## src/rtl/pipe_hazard_ctrl.sv

```systemverilog
// Hazard/sequencing controller for the 5-stage MIPS pipeline: stage strobes, stalls, forwarding, memory freeze, drain/halt.
// Build option: define HAZARD_FWD_EN to enable EX operand forwarding; otherwise every RAW match stalls.
module pipe_hazard_ctrl (
   input  logic        CLK,
   input  logic        RST,
   input  logic [4:0]  id_rs,
   input  logic [4:0]  id_rt,
   input  logic        id_use_rs,
   input  logic        id_use_rt,
   input  logic [4:0]  ex_rd,
   input  logic        ex_regwrite,
   input  logic        ex_memread,
   input  logic [4:0]  mem_rd,
   input  logic        mem_regwrite,
   input  logic [4:0]  wb_rd,
   input  logic        wb_regwrite,
   input  logic        br_taken,
   input  logic        dmem_req,
   input  logic        dmem_ready,
   input  logic        halt_req,
   output logic        pc_en,
   output logic        ifid_en,
   output logic        idix_en,
   output logic        exmem_en,
   output logic        memwb_en,
   output logic        ifid_flush,
   output logic        idix_flush,
   output logic        exmem_flush,
   output logic [1:0]  fwd_a,
   output logic [1:0]  fwd_b,
   output logic        halted,
   output logic [15:0] stall_cycles,
   output logic [1:0]  dbg_state
);

   // Handshake: dmem_req is held by MEM; the access completes on the cycle dmem_ready=1 with dmem_req=1.
   typedef enum logic [1:0] {RUN = 2'd0, MEM_WAIT = 2'd1, DRAIN = 2'd2, HALTED = 2'd3} state_t;

   state_t     state, state_n;
   logic [1:0] drain_cnt, drain_cnt_n, drain_dec;

   logic m_ex_rs, m_ex_rt, m_mem_rs, m_mem_rt, m_wb_rs, m_wb_rt;
   logic load_use, wb_hz, stall_hz, mem_wait;

   assign m_ex_rs  = id_use_rs & (id_rs == ex_rd)  & ex_regwrite  & (ex_rd  != 5'd0);
   assign m_ex_rt  = id_use_rt & (id_rt == ex_rd)  & ex_regwrite  & (ex_rd  != 5'd0);
   assign m_mem_rs = id_use_rs & (id_rs == mem_rd) & mem_regwrite & (mem_rd != 5'd0);
   assign m_mem_rt = id_use_rt & (id_rt == mem_rd) & mem_regwrite & (mem_rd != 5'd0);
   assign m_wb_rs  = id_use_rs & (id_rs == wb_rd)  & wb_regwrite  & (wb_rd  != 5'd0);
   assign m_wb_rt  = id_use_rt & (id_rt == wb_rd)  & wb_regwrite  & (wb_rd  != 5'd0);

   assign load_use = (m_ex_rs | m_ex_rt) & ex_memread;
   // The regfile has no write-to-read bypass, so a WB producer always costs a bubble.
   assign wb_hz    = m_wb_rs | m_wb_rt;
   assign mem_wait = dmem_req & ~dmem_ready;

`ifdef HAZARD_FWD_EN
   logic [1:0] fwd_a_n, fwd_b_n, fwd_a_q, fwd_b_q;

   assign stall_hz = load_use | wb_hz;

   // EX holds the newer producer, so it wins over MEM.
   assign fwd_a_n = (m_ex_rs & ~ex_memread) ? 2'b01 : (m_mem_rs ? 2'b10 : 2'b00);
   assign fwd_b_n = (m_ex_rt & ~ex_memread) ? 2'b01 : (m_mem_rt ? 2'b10 : 2'b00);

   always_ff @(posedge CLK or posedge RST) begin
      if (RST) begin
         fwd_a_q <= 2'b00;
         fwd_b_q <= 2'b00;
      end else if (idix_en) begin
         fwd_a_q <= idix_flush ? 2'b00 : fwd_a_n;
         fwd_b_q <= idix_flush ? 2'b00 : fwd_b_n;
      end
   end

   assign fwd_a = fwd_a_q;
   assign fwd_b = fwd_b_q;
`else
   // Without forwarding the consumer waits in ID until the producer has retired.
   assign stall_hz = load_use | m_ex_rs | m_ex_rt | m_mem_rs | m_mem_rt | wb_hz;
   assign fwd_a    = 2'b00;
   assign fwd_b    = 2'b00;
`endif

   always_ff @(posedge CLK or posedge RST) begin
      if (RST) begin
         state     <= RUN;
         drain_cnt <= 2'd0;
      end else begin
         state     <= state_n;
         drain_cnt <= drain_cnt_n;
      end
   end

   assign drain_dec = (drain_cnt == 2'd0) ? 2'd0 : drain_cnt - 2'd1;

   always_comb begin
      state_n     = state;
      drain_cnt_n = drain_cnt;
      case (state)
         RUN, MEM_WAIT: begin
            if (mem_wait) begin
               state_n = MEM_WAIT;
            end else if (halt_req) begin
               state_n     = DRAIN;
               drain_cnt_n = 2'd3;
            end else begin
               state_n = RUN;
            end
         end
         DRAIN: begin
            // The counter only moves on cycles where the pipeline actually advances.
            if (!mem_wait) begin
               drain_cnt_n = drain_dec;
               if (drain_dec == 2'd0) state_n = HALTED;
            end
         end
         HALTED: begin
            if (!halt_req) state_n = RUN;
         end
         default: state_n = RUN;
      endcase
   end

   always_comb begin
      pc_en       = 1'b1;
      ifid_en     = 1'b1;
      idix_en     = 1'b1;
      exmem_en    = 1'b1;
      memwb_en    = 1'b1;
      ifid_flush  = 1'b0;
      idix_flush  = 1'b0;
      exmem_flush = 1'b0;
      if (RST) begin
         pc_en       = 1'b0;
         ifid_en     = 1'b0;
         idix_en     = 1'b0;
         exmem_en    = 1'b0;
         memwb_en    = 1'b0;
         ifid_flush  = 1'b1;
         idix_flush  = 1'b1;
         exmem_flush = 1'b1;
      end else if (mem_wait || state == HALTED) begin
         pc_en    = 1'b0;
         ifid_en  = 1'b0;
         idix_en  = 1'b0;
         exmem_en = 1'b0;
         memwb_en = 1'b0;
      end else if (br_taken) begin
         // While draining the target is deliberately dropped.
         pc_en       = (state != DRAIN);
         ifid_flush  = 1'b1;
         idix_flush  = 1'b1;
         exmem_flush = 1'b1;
      end else if (state == DRAIN) begin
         pc_en      = 1'b0;
         ifid_flush = 1'b1;
      end else if (stall_hz) begin
         pc_en      = 1'b0;
         ifid_en    = 1'b0;
         idix_flush = 1'b1;
      end
   end

   always_ff @(posedge CLK or posedge RST) begin
      if (RST) begin
         stall_cycles <= 16'd0;
      end else if (!pc_en && stall_cycles != 16'hFFFF) begin
         stall_cycles <= stall_cycles + 16'd1;
      end
   end

   assign halted    = (state == HALTED);
   assign dbg_state = state;

endmodule

```

## config.mk

```make
export PLATFORM = sky130hd
export DESIGN_NAME = pipe_hazard_ctrl
export DESIGN_NICKNAME = d
export VERILOG_FILES = /design/src/rtl/pipe_hazard_ctrl.sv
export SDC_FILE = /design/constraint.sdc
export NUM_CORES = 1
export LEC_CHECK = 0
export ABC_AREA = 1
export CAP_MARGIN = 20
export CORE_ASPECT_RATIO = 1.1
export CORE_UTILIZATION = 49
export CTS_CLUSTER_SIZE = 16
export DETAILED_ROUTE_END_ITERATION = 16
export PLACE_DENSITY = 0.87
export SYNTH_ARGS = -nofsm -noshare
export SYNTH_HDL_FRONTEND = slang
export SYNTH_SLANG_ARGS = --single-unit
```

## constraint.sdc

```tcl
create_clock -name CLK -period 5 [get_ports CLK]
set_input_delay 1.5 -clock CLK [delete_from_list [all_inputs] [get_ports CLK]]
set_output_delay 1.5 -clock CLK [all_outputs]
set_load 0.02 [all_outputs]
```

## After elaboration in Yosys (flattened, before gate mapping)

Cells that the tools add are included.

| word-level totals | value |
|---|---|
| word-level logic and storage cells | 96 |
| output and inout port bits | 31 |
| register bits | 20 |
| RAM bits | 0 |
| bits in latches | 0 |
| memories | 0 |
| ROM bits | 0 |
| input port bits | 37 |

| operators by class | value |
|---|---|
| $lt $le $gt $ge | 0 |
| mux-type cells | 34 |
| shifts and indexed selects | 0 |
| reduce and logical (&&, ||, !) cells | 13 |
| div/mod/pow operators | 0 |
| add/subtract/negate cells | 2 |
| multiply operators | 0 |
| equal/unequal tests | 16 |
| bitwise logic cells | 28 |

Operators with widths:

| kind | number |
|---|---|
| $eq A5 B5 Y1 | 6 |
| $mux W1 | 23 |
| $and A1 B1 Y1 | 20 |
| $mux W2 | 9 |
| $add A16 B1 Y16 const B | 1 |
| $ne A16 B16 Y1 const B | 1 |
| $reduce_bool A5 Y1 | 3 |
| $ne A2 B2 Y1 const B | 6 |
| $or A1 B1 Y1 | 7 |
| $logic_not A2 Y1 | 3 |
| $pmux W2 S3 | 1 |
| $eq A2 B2 Y1 const B | 2 |
| $pmux W2 S2 | 1 |
| $reduce_and A4 Y1 | 1 |
| $reduce_and A3 Y1 | 1 |
| $eq A2 B1 Y1 const B | 1 |
| $reduce_bool A2 Y1 | 1 |
| $reduce_or A2 Y1 | 1 |
| $sub A2 B1 Y2 const B | 1 |
| $logic_and A1 B1 Y1 | 1 |
| $logic_not A1 Y1 | 1 |
| $logic_or A1 B1 Y1 | 1 |
| $not A1 Y1 | 1 |

## Depth between registers and ports, before layout

Gate-level depths: netlist of run 1.

| logic depth | value |
|---|---|
| word-level depth | 18 |
| gate-level depth with buffers | 14 |
| depth with buffers taken out | 13 |

## Worst setup path before layout of run 1

Ideal clock, no wire load.

| path | value |
|---|---|
| path type | input to output |
| start point | input RST |
| end point | output idix_flush |
| path buffers | 0 |
| data required time | 3500 ps |
| arrival | 2507 ps |
| stages on the path | 4 |
| path slack | 993 ps |
| cell sequence | inv_1 -> nand2_1 -> inv_1 -> nand2_1 |

| between the ends | value |
|---|---|
| cells in the longest elaborated chain, start to end | 1 |

Ends and longest elaborated chain:

| item | RTL line | source |
|---|---|---|
| start, declared | 5 | `input logic RST,` |
| $mux W1 | 134 | `if (RST) begin` |
| end, declared | 27 | `output logic idix_flush,` |

No other way between the ends.

## Worst setup path after layout of run 1

| path | value |
|---|---|
| start point | input dmem_ready |
| end point | output memwb_en |

| between the ends | value |
|---|---|
| cells in the longest elaborated chain, start to end | 5 |

Ends and longest elaborated chain:

| item | RTL line | source |
|---|---|---|
| start, declared | 19 | `input logic dmem_ready,` |
| $not A1 Y1 | 55 | `assign mem_wait = dmem_req & ~dmem_ready;` |
| $and A1 B1 Y1 | 55 |  |
| $logic_or A1 B1 Y1 | 143 | `end else if (mem_wait \|\| state == HALTED) begin` |
| $mux W1 | 143 |  |
| $mux W1 | 134 |  |
| end, declared | 25 | `output logic memwb_en,` |

No other way between the ends.

==> impl_metrics.json, run 1 <==
{
  "wl_per_cell_um": 11.2,
  "slowest_delay_ns": 0.65,
  "ant_nets": 0,
  "critPathKind": "input port to output port",
  "synth_cell_types": 25,
  "ys_async_sr_fraction_pct": 100,
  "min_path_type": "flip-flop to flip-flop",
  "die_area_um2": 4080,
  "grt_pass1_wl_um": 7780,
  "cts_hold_buf": 0,
  "cts_tree": "yes",
  "synthMostInstantiatedCell": "nand2_1",
  "overflow": 0,
  "routed_wl_um": 4950,
  "syn_area_per_cell_um2": 5.74,
  "synth_top_family_by_area": "simple AND/OR/NAND/NOR gates",
  "drive_gt1_share_pct": 4.59,
  "crit_chain": "clkdlybuf4s50_1, nor2_1, nor2_1, inv_1, nor2_1, clkdlybuf4s50_1",
  "post-route-util_pct": 71.7,
  "finalHoldViolCount": 0,
  "numCtsBuffers": 3,
  "htreeDepth": 1,
  "yosys.area_share.simple_pct": 49.9,
  "drcViolationCount": 0,
  "yosys_warnings": 0,
  "synth-main-ff-cell": "dfrtp_1",
  "portBuffers": 62,
  "ys_seq_elements": 20,
  "slew_violations": 0,
  "outcome": "finished, final reports clean",
  "yosys.area.top_type": "nand2_1",
  "synth_top_cell_area_share_pct": 27.4,
  "synthTopCellsByCount": "nand2_1, inv_1, nor2_1",
  "fp.coreArea_um2": 3650,
  "vias_per_cell": 4.96,
  "vias": 2194,
  "antenna_found_initial": 0,
  "synthTopCellsByArea": "nand2_1, dfrtp_1, inv_1",
  "setup_viol": 0,
  "hold_ws_ns": 0.545,
  "crit_top_cell": "nor2_1",
  "fillers": 315,
  "drtIter0Drc": 109,
  "root_buffer": "clkbuf_8",
  "clk_latency_ns": 0.26,
  "setup.worst_path.start_class": "input port",
  "r2r_setup_slack_ns": 3.08,
  "syn_inst": 327,
  "synth_compound_area_share_pct": 3.06,
  "total_power_uw": 811,
  "critical_path.max_fanout": 4,
  "muxShareOfSynthArea_pct": 0,
  "dpl.hpwl_um": 3850,
  "initial_core_util_pct": 51.4,
  "ys_seq_area_share_pct": 26.6,
  "clock.fmax_ghz": 0.216,
  "diodes": 0,
  "timing.final.crit_period_ns": 4.63,
  "gr-usage-all-layers_pct": 25.3,
  "grt_start_max_net_pins": 21,
  "clock_skew_ns": 0.00743,
  "rsz0062_at_grt": "false",
  "cts.path.max_buffers": 2,
  "crit_required_ns": 3.50,
  "maxCapViolations": 0,
  "finalNetCount": 431,
  "area_growth_pct": 39.6,
  "synth_area_um2": 1880,
  "fp.dieH_um": 66.9,
  "synth_enable_flop_cells": 0,
  "synth_adder_area_share_pct": 0.666,
  "tns_ns": 0,
  "ios": 68,
  "vdd_drop_max_v": 0.000367,
  "fin_crit_sh_pct": 92.7,
  "power_leakage_nw": 1.46,
  "first_pass_iters": 4,
  "cp.arrival_ns": 3.13,
  "setup_slack_ns": 0.367,
  "slowest_stage": "clkdlybuf4s50_1",
  "dpl_worst_slack_ns": 0.0561,
  "place.gp.congestion": 0.918,
  "power_density_nw_per_um2": 309,
  "synthXorXnorAreaFrac_pct": 6.53,
  "end_kind": "output port",
  "fp-row-count": 23,
  "die_w_um": 61.0,
  "cts_sinks": 20,
  "path_clk_slew_ns": 0.07,
  "first_global_vias": 1876
}
cell type report:
class,instances,area (µm²),area share (%)
clock buffer,3,41.3,1.58
sequential,20,500,19.1
clock inverter,1,30.0,1.15
tap,50,62.6,2.39
timing repair buffer,67,666,25.4
inverter,47,176,6.73
multi-input combinational,254,1140,43.7
state kept, by name, summed over array words and instances (netlist names):
| register | cells |
|---|---|
| stall_cycles | 16 |
| dbg_state | 2 |
| drain_cnt | 2 |
layer usage:
metal	up-vias	track usage, %	wire, µm
li1	1117	-	-
met1	974	28.6	2120
met5	-	0	0
met3	13	3.69	264
met4	0	12.8	133
met2	90	44.7	2430
layout by cell type, fill, tap and decap left out:
| master | Yosys | final |
|---|---|---|
| nand2_1 | 137 | 137 |
| clkdlybuf4s50_1 | 0 | 59 |
| inv_1 | 44 | 44 |
| nor2_1 | 39 | 39 |
| nand3_1 | 33 | 33 |
| dfrtp_1 | 20 | 20 |
| xor2_1 | 10 | 10 |
| o21ai_0 | 8 | 8 |
| buf_4 | 7 | 5 |
| xnor2_1 | 4 | 4 |
| conb_1 | 1 | 4 |
| inv_2 | 3 | 3 |
| nand4_1 | 3 | 3 |
| nor3_1 | 3 | 3 |
| clkbuf_8 | 0 | 3 |
| dlymetal6s2s_1 | 0 | 3 |
| o21ai_1 | 2 | 2 |
| nand2_4 | 2 | 2 |
| nor4_1 | 2 | 2 |
| nand3_2 | 1 | 1 |
| nand2_2 | 1 | 1 |
| nor2_2 | 1 | 1 |
| nand4_2 | 1 | 1 |
| nor3b_1 | 1 | 1 |
| o211ai_1 | 1 | 1 |
| ha_1 | 1 | 1 |
| bufinv_16 | 0 | 1 |
power breakdown:
part / switching, mW / internal (mW) / total (mW)
Clock: 0.0554 / 0.107 / 0.162
Sequential: 0.0512 / 0.203 / 0.255
Combinational: 0.215 / 0.179 / 0.394
Total: 0.322 / 0.489 / 0.811
kinds of logic after synthesis:
family / count (synthesis)
adder cells (fa/ha/maj): 1
XOR/XNOR: 14
AND/OR/NAND/NOR: 224
flip-flops: 20
other: 1
buffers and inverters: 56
AO/OA/AOI/OAI: 11
stage by stage:
step | std cells | area [µm²]
floorplan | 330 | 1890
global placement | 438 | 2540
detailed placement | 438 | 2540
CTS | 442 | 2610
global route | 442 | 2620
finish | 442 | 2620
worst max-delay path, delay by kind of cell:
| kind | cells | cell delay, ns |
|---|---|---|
| and+or+nand+nor | 3 | 0.43 |
| buffers and inverters | 3 | 1.20 |
final timing paths:
path	start	endpoint	depth (start not counted)
min in group asynchronous	RST	stall_cycles[1]$_DFFE_PP0P_	3
max in group asynchronous	RST	stall_cycles[2]$_DFFE_PP0P_	3
max reg2reg	stall_cycles[1]$_DFFE_PP0P_	stall_cycles[4]$_DFFE_PP0P_	7
max	dmem_ready	memwb_en	6
min	drain_cnt[1]$_DFFE_PP0P_	dbg_state[0]$_DFFE_PP0P_	1
min reg2reg	drain_cnt[1]$_DFFE_PP0P_	dbg_state[0]$_DFFE_PP0P_	1
timing repair:
item                                    in CTS  in global routing
resized for setup                            0                  3
buffers inserted                             0                  0
endpoints found under the setup margin       0                  3
Note: power is estimated with default switching activity, not from simulation.
==> run 2: changes to the inputs <==
--- a/config.mk
+++ b/config.mk
@@ -12,6 +12,7 @@
 export CTS_CLUSTER_SIZE = 16
 export DETAILED_ROUTE_END_ITERATION = 16
 export PLACE_DENSITY = 0.87
+export SETUP_SLACK_MARGIN = 0.02
 export SYNTH_ARGS = -nofsm -noshare
 export SYNTH_HDL_FRONTEND = slang
 export SYNTH_SLANG_ARGS = --single-unit
==> results of run 2 <==
Final layout, timing and power as in run 1 (identical DEF).
==> run 3: changes to the inputs <==
--- a/config.mk
+++ b/config.mk
@@ -8,6 +8,7 @@
 export ABC_AREA = 1
 export CAP_MARGIN = 20
 export CORE_ASPECT_RATIO = 1.1
+export CORE_MARGIN = 3
 export CORE_UTILIZATION = 49
 export CTS_CLUSTER_SIZE = 16
 export DETAILED_ROUTE_END_ITERATION = 16
==> run 3 against run 2 <==
Effect of this change: routed wire length increased by 8.7%; die area up 13%; fmax is 2.9% lower; final cell count is 0.45% lower; combinational power grew 1%; first-iteration DRC count rose by 83%; core utilization grew 2.5 points; clock power fell by 15%; flip-flop and latch count unchanged.
==> impl_metrics.json, run 3 (synthesized netlist as in run 1, its figures left out) <==
{
  "fin_crit_sh_pct": 95.4,
  "end_kind": "output port",
  "power_frac_comb_pct": 50.5,
  "critical-path-top-delay-family": "buffers and inverters",
  "dpl_cell_area_um2": 2540,
  "seqPwrFrac_pct": 32.1,
  "numCtsBuffers": 3,
  "critPathKind": "input port to output port",
  "tns_ns": 0,
  "rsz0062_at_grt": "false",
  "fp.dieH_um": 70.9,
  "ant_nets": 0,
  "final_cell_mix": "nand2_1, clkdlybuf4s50_1, inv_1, nor2_1, nand3_1",
  "outcome": "finished, final reports clean",
  "switchingPower_uw": 325,
  "die_w_um": 65.0,
  "slowest_stage": "clkdlybuf4s50_1",
  "area_growth_pct": 38.2,
  "dpl.hpwl_um": 4150,
  "cts_sinks": 20,
  "drtIter0Drc": 199,
  "portBuffers": 62,
  "vias": 2217,
  "grt_pass1_wl_um": 8820,
  "total_power_uw": 787,
  "vias_per_cell": 5.04,
  "maxCapViolations": 0,
  "clk_latency_ns": 0.32,
  "setup_slack_ns": 0.232,
  "cell_internal_pwr_uw": 463,
  "slowest_delay_ns": 0.52,
  "crit_top_cell": "nand2_1",
  "wl_per_cell_um": 12.2,
  "path_clk_slew_ns": 0.11,
  "setup_viol": 0,
  "ios": 68,
  "diodes": 0,
  "final_area_um2": 2600,
  "finalNetCount": 431,
  "die_area_um2": 4610,
  "root_buffer": "clkbuf_4",
  "min_path_type": "flip-flop to flip-flop",
  "slew_violations": 0,
  "cp.arrival_ns": 3.27,
  "crit_chain": "clkdlybuf4s50_1, inv_1, nand2_1, nand2_1, nor2_1, nand3_1, nand2_1, nand2_1, nand3_2, nand2_2, o21ai_0, inv_1, dlygate4sd2_1",
  "power_leakage_nw": 1.44,
  "finalHoldViolCount": 0,
  "clock.fmax_ghz": 0.210,
  "fillers": 316,
  "grt_start_max_net_pins": 21,
  "worst-path-buf-inv": 4,
  "drive_gt1_share_pct": 4.59,
  "antenna_found_initial": 0,
  "largest_reg_flops": 16,
  "initial_core_util_pct": 53.7,
  "tightest_slew_ns": 0.504,
  "fp-row-count": 22,
  "setup.worst_path.start_class": "input port",
  "power_density_nw_per_um2": 303,
  "cts.path.max_buffers": 2,
  "max_slew_margin_pct": 66.4,
  "clock_skew_ns": 0.0159,
  "overflow": 0,
  "vdd_drop_max_v": 0.000311,
  "fp.coreArea_um2": 3500,
  "crit_required_ns": 3.50,
  "timing.final.crit_period_ns": 4.77,
  "drcViolationCount": 0,
  "clockPowerShare_pct": 17.4,
  "dpl_worst_slack_ns": 0.00297,
  "gr-usage-all-layers_pct": 23.6,
  "cts_tree": "yes",
  "critical_path.max_fanout": 3,
  "sw_frac_of_total_pct": 41.2,
  "first_pass_iters": 5,
  "top_register": "stall_cycles",
  "htreeDepth": 1,
  "place.gp.congestion": 0.964,
  "final_common_cell": "nand2_1",
  "routed_wl_um": 5380,
  "post_cts_buffers": 0,
  "first_global_vias": 1991
}
==> run 3: cell types whose count changed in the layout (fill, tap and decap cells not counted), sizes merged <==
cell          before  now
dlymetal6s2s       3    2
dlygate4sd2        0    1
==> run 3: path summary, 6_finish.rpt <==
| check | end | depth (start not counted) | startpoint | slack, ns |
|---|---|---|---|---|
| worst max register to register | stall_cycles[1]$_DFFE_PP0P_ | 7 | stall_cycles[1]$_DFFE_PP0P_ | 3.03 |
| worst max-delay path | ifid_en | 13 | ex_rd[3] | 0.23 |
| max in group asynchronous | stall_cycles[13]$_DFFE_PP0P_ | 3 | RST | 3.19 |
| worst min-delay path | drain_cnt[0]$_DFFE_PP0P_ | 2 | drain_cnt[1]$_DFFE_PP0P_ | 0.53 |
| worst min register to register | drain_cnt[0]$_DFFE_PP0P_ | 2 | drain_cnt[1]$_DFFE_PP0P_ | 0.53 |
| min in group asynchronous | stall_cycles[14]$_DFFE_PP0P_ | 3 | RST | 1.59 |
==> run 3: worst min-delay path, cell delays in order, from the launching register on <==
cell and delay [ns]:
dfrtp_1 0.39, nand2_1 0.06, nand3_1 0.05
==> run 3: per-stage QoR <==
stage / hold slack [ns] / cells / utilization, %
6_report: 0.534 / 440 / 74.3
5_1_grt: 0.563 / 440 / 74.3
4_1_cts: 0.535 / 440 / 74.1
3_5_place_dp: 0.494 / 436 / 72.7
3_3_place_gp: 0.503 / 436 / 72.7
2_1_floorplan: 0.468 / 330 / -
==> run 3: what timing repair did <==
item	CTS	global route
endpoints found under the setup margin	1	2
hold buffers	0	0
resized for setup	1	2
==> run 3: power by group through the flow <==
stage	clock network, mW	registers, mW	logic [mW]
final	0.137	0.253	0.398
after global routing	0.146	0.261	0.440
after CTS	0.139	0.253	0.400
after detailed placement	0	0.255	0.397
after global placement	0	0.254	0.390
after floorplan	0	0.285	0.200
==> run 3: layout make-up <==
class | count | area, µm² | area share, %
multi-input cells | 254 | 1140 | 44.1
clock buffers | 3 | 22.5 | 0.867
clock inverters | 1 | 30.0 | 1.16
well taps | 48 | 60.1 | 2.31
flip-flops and latches | 20 | 500 | 19.3
inverters | 47 | 176 | 6.80
repair buffers | 67 | 662 | 25.5
==> run 3: layer usage <==
layer | vias to the layer above | track usage, % | part of all wire [%] | routed length, µm
met5 | - | 0 | 0 | 0
met4 | 0 | 6.22 | 1.6 | 87
met3 | 10 | 3.97 | 7.2 | 387
met2 | 98 | 39.5 | 47 | 2520
met1 | 991 | 31.4 | 44 | 2390
li1 | 1118 | - | - | -
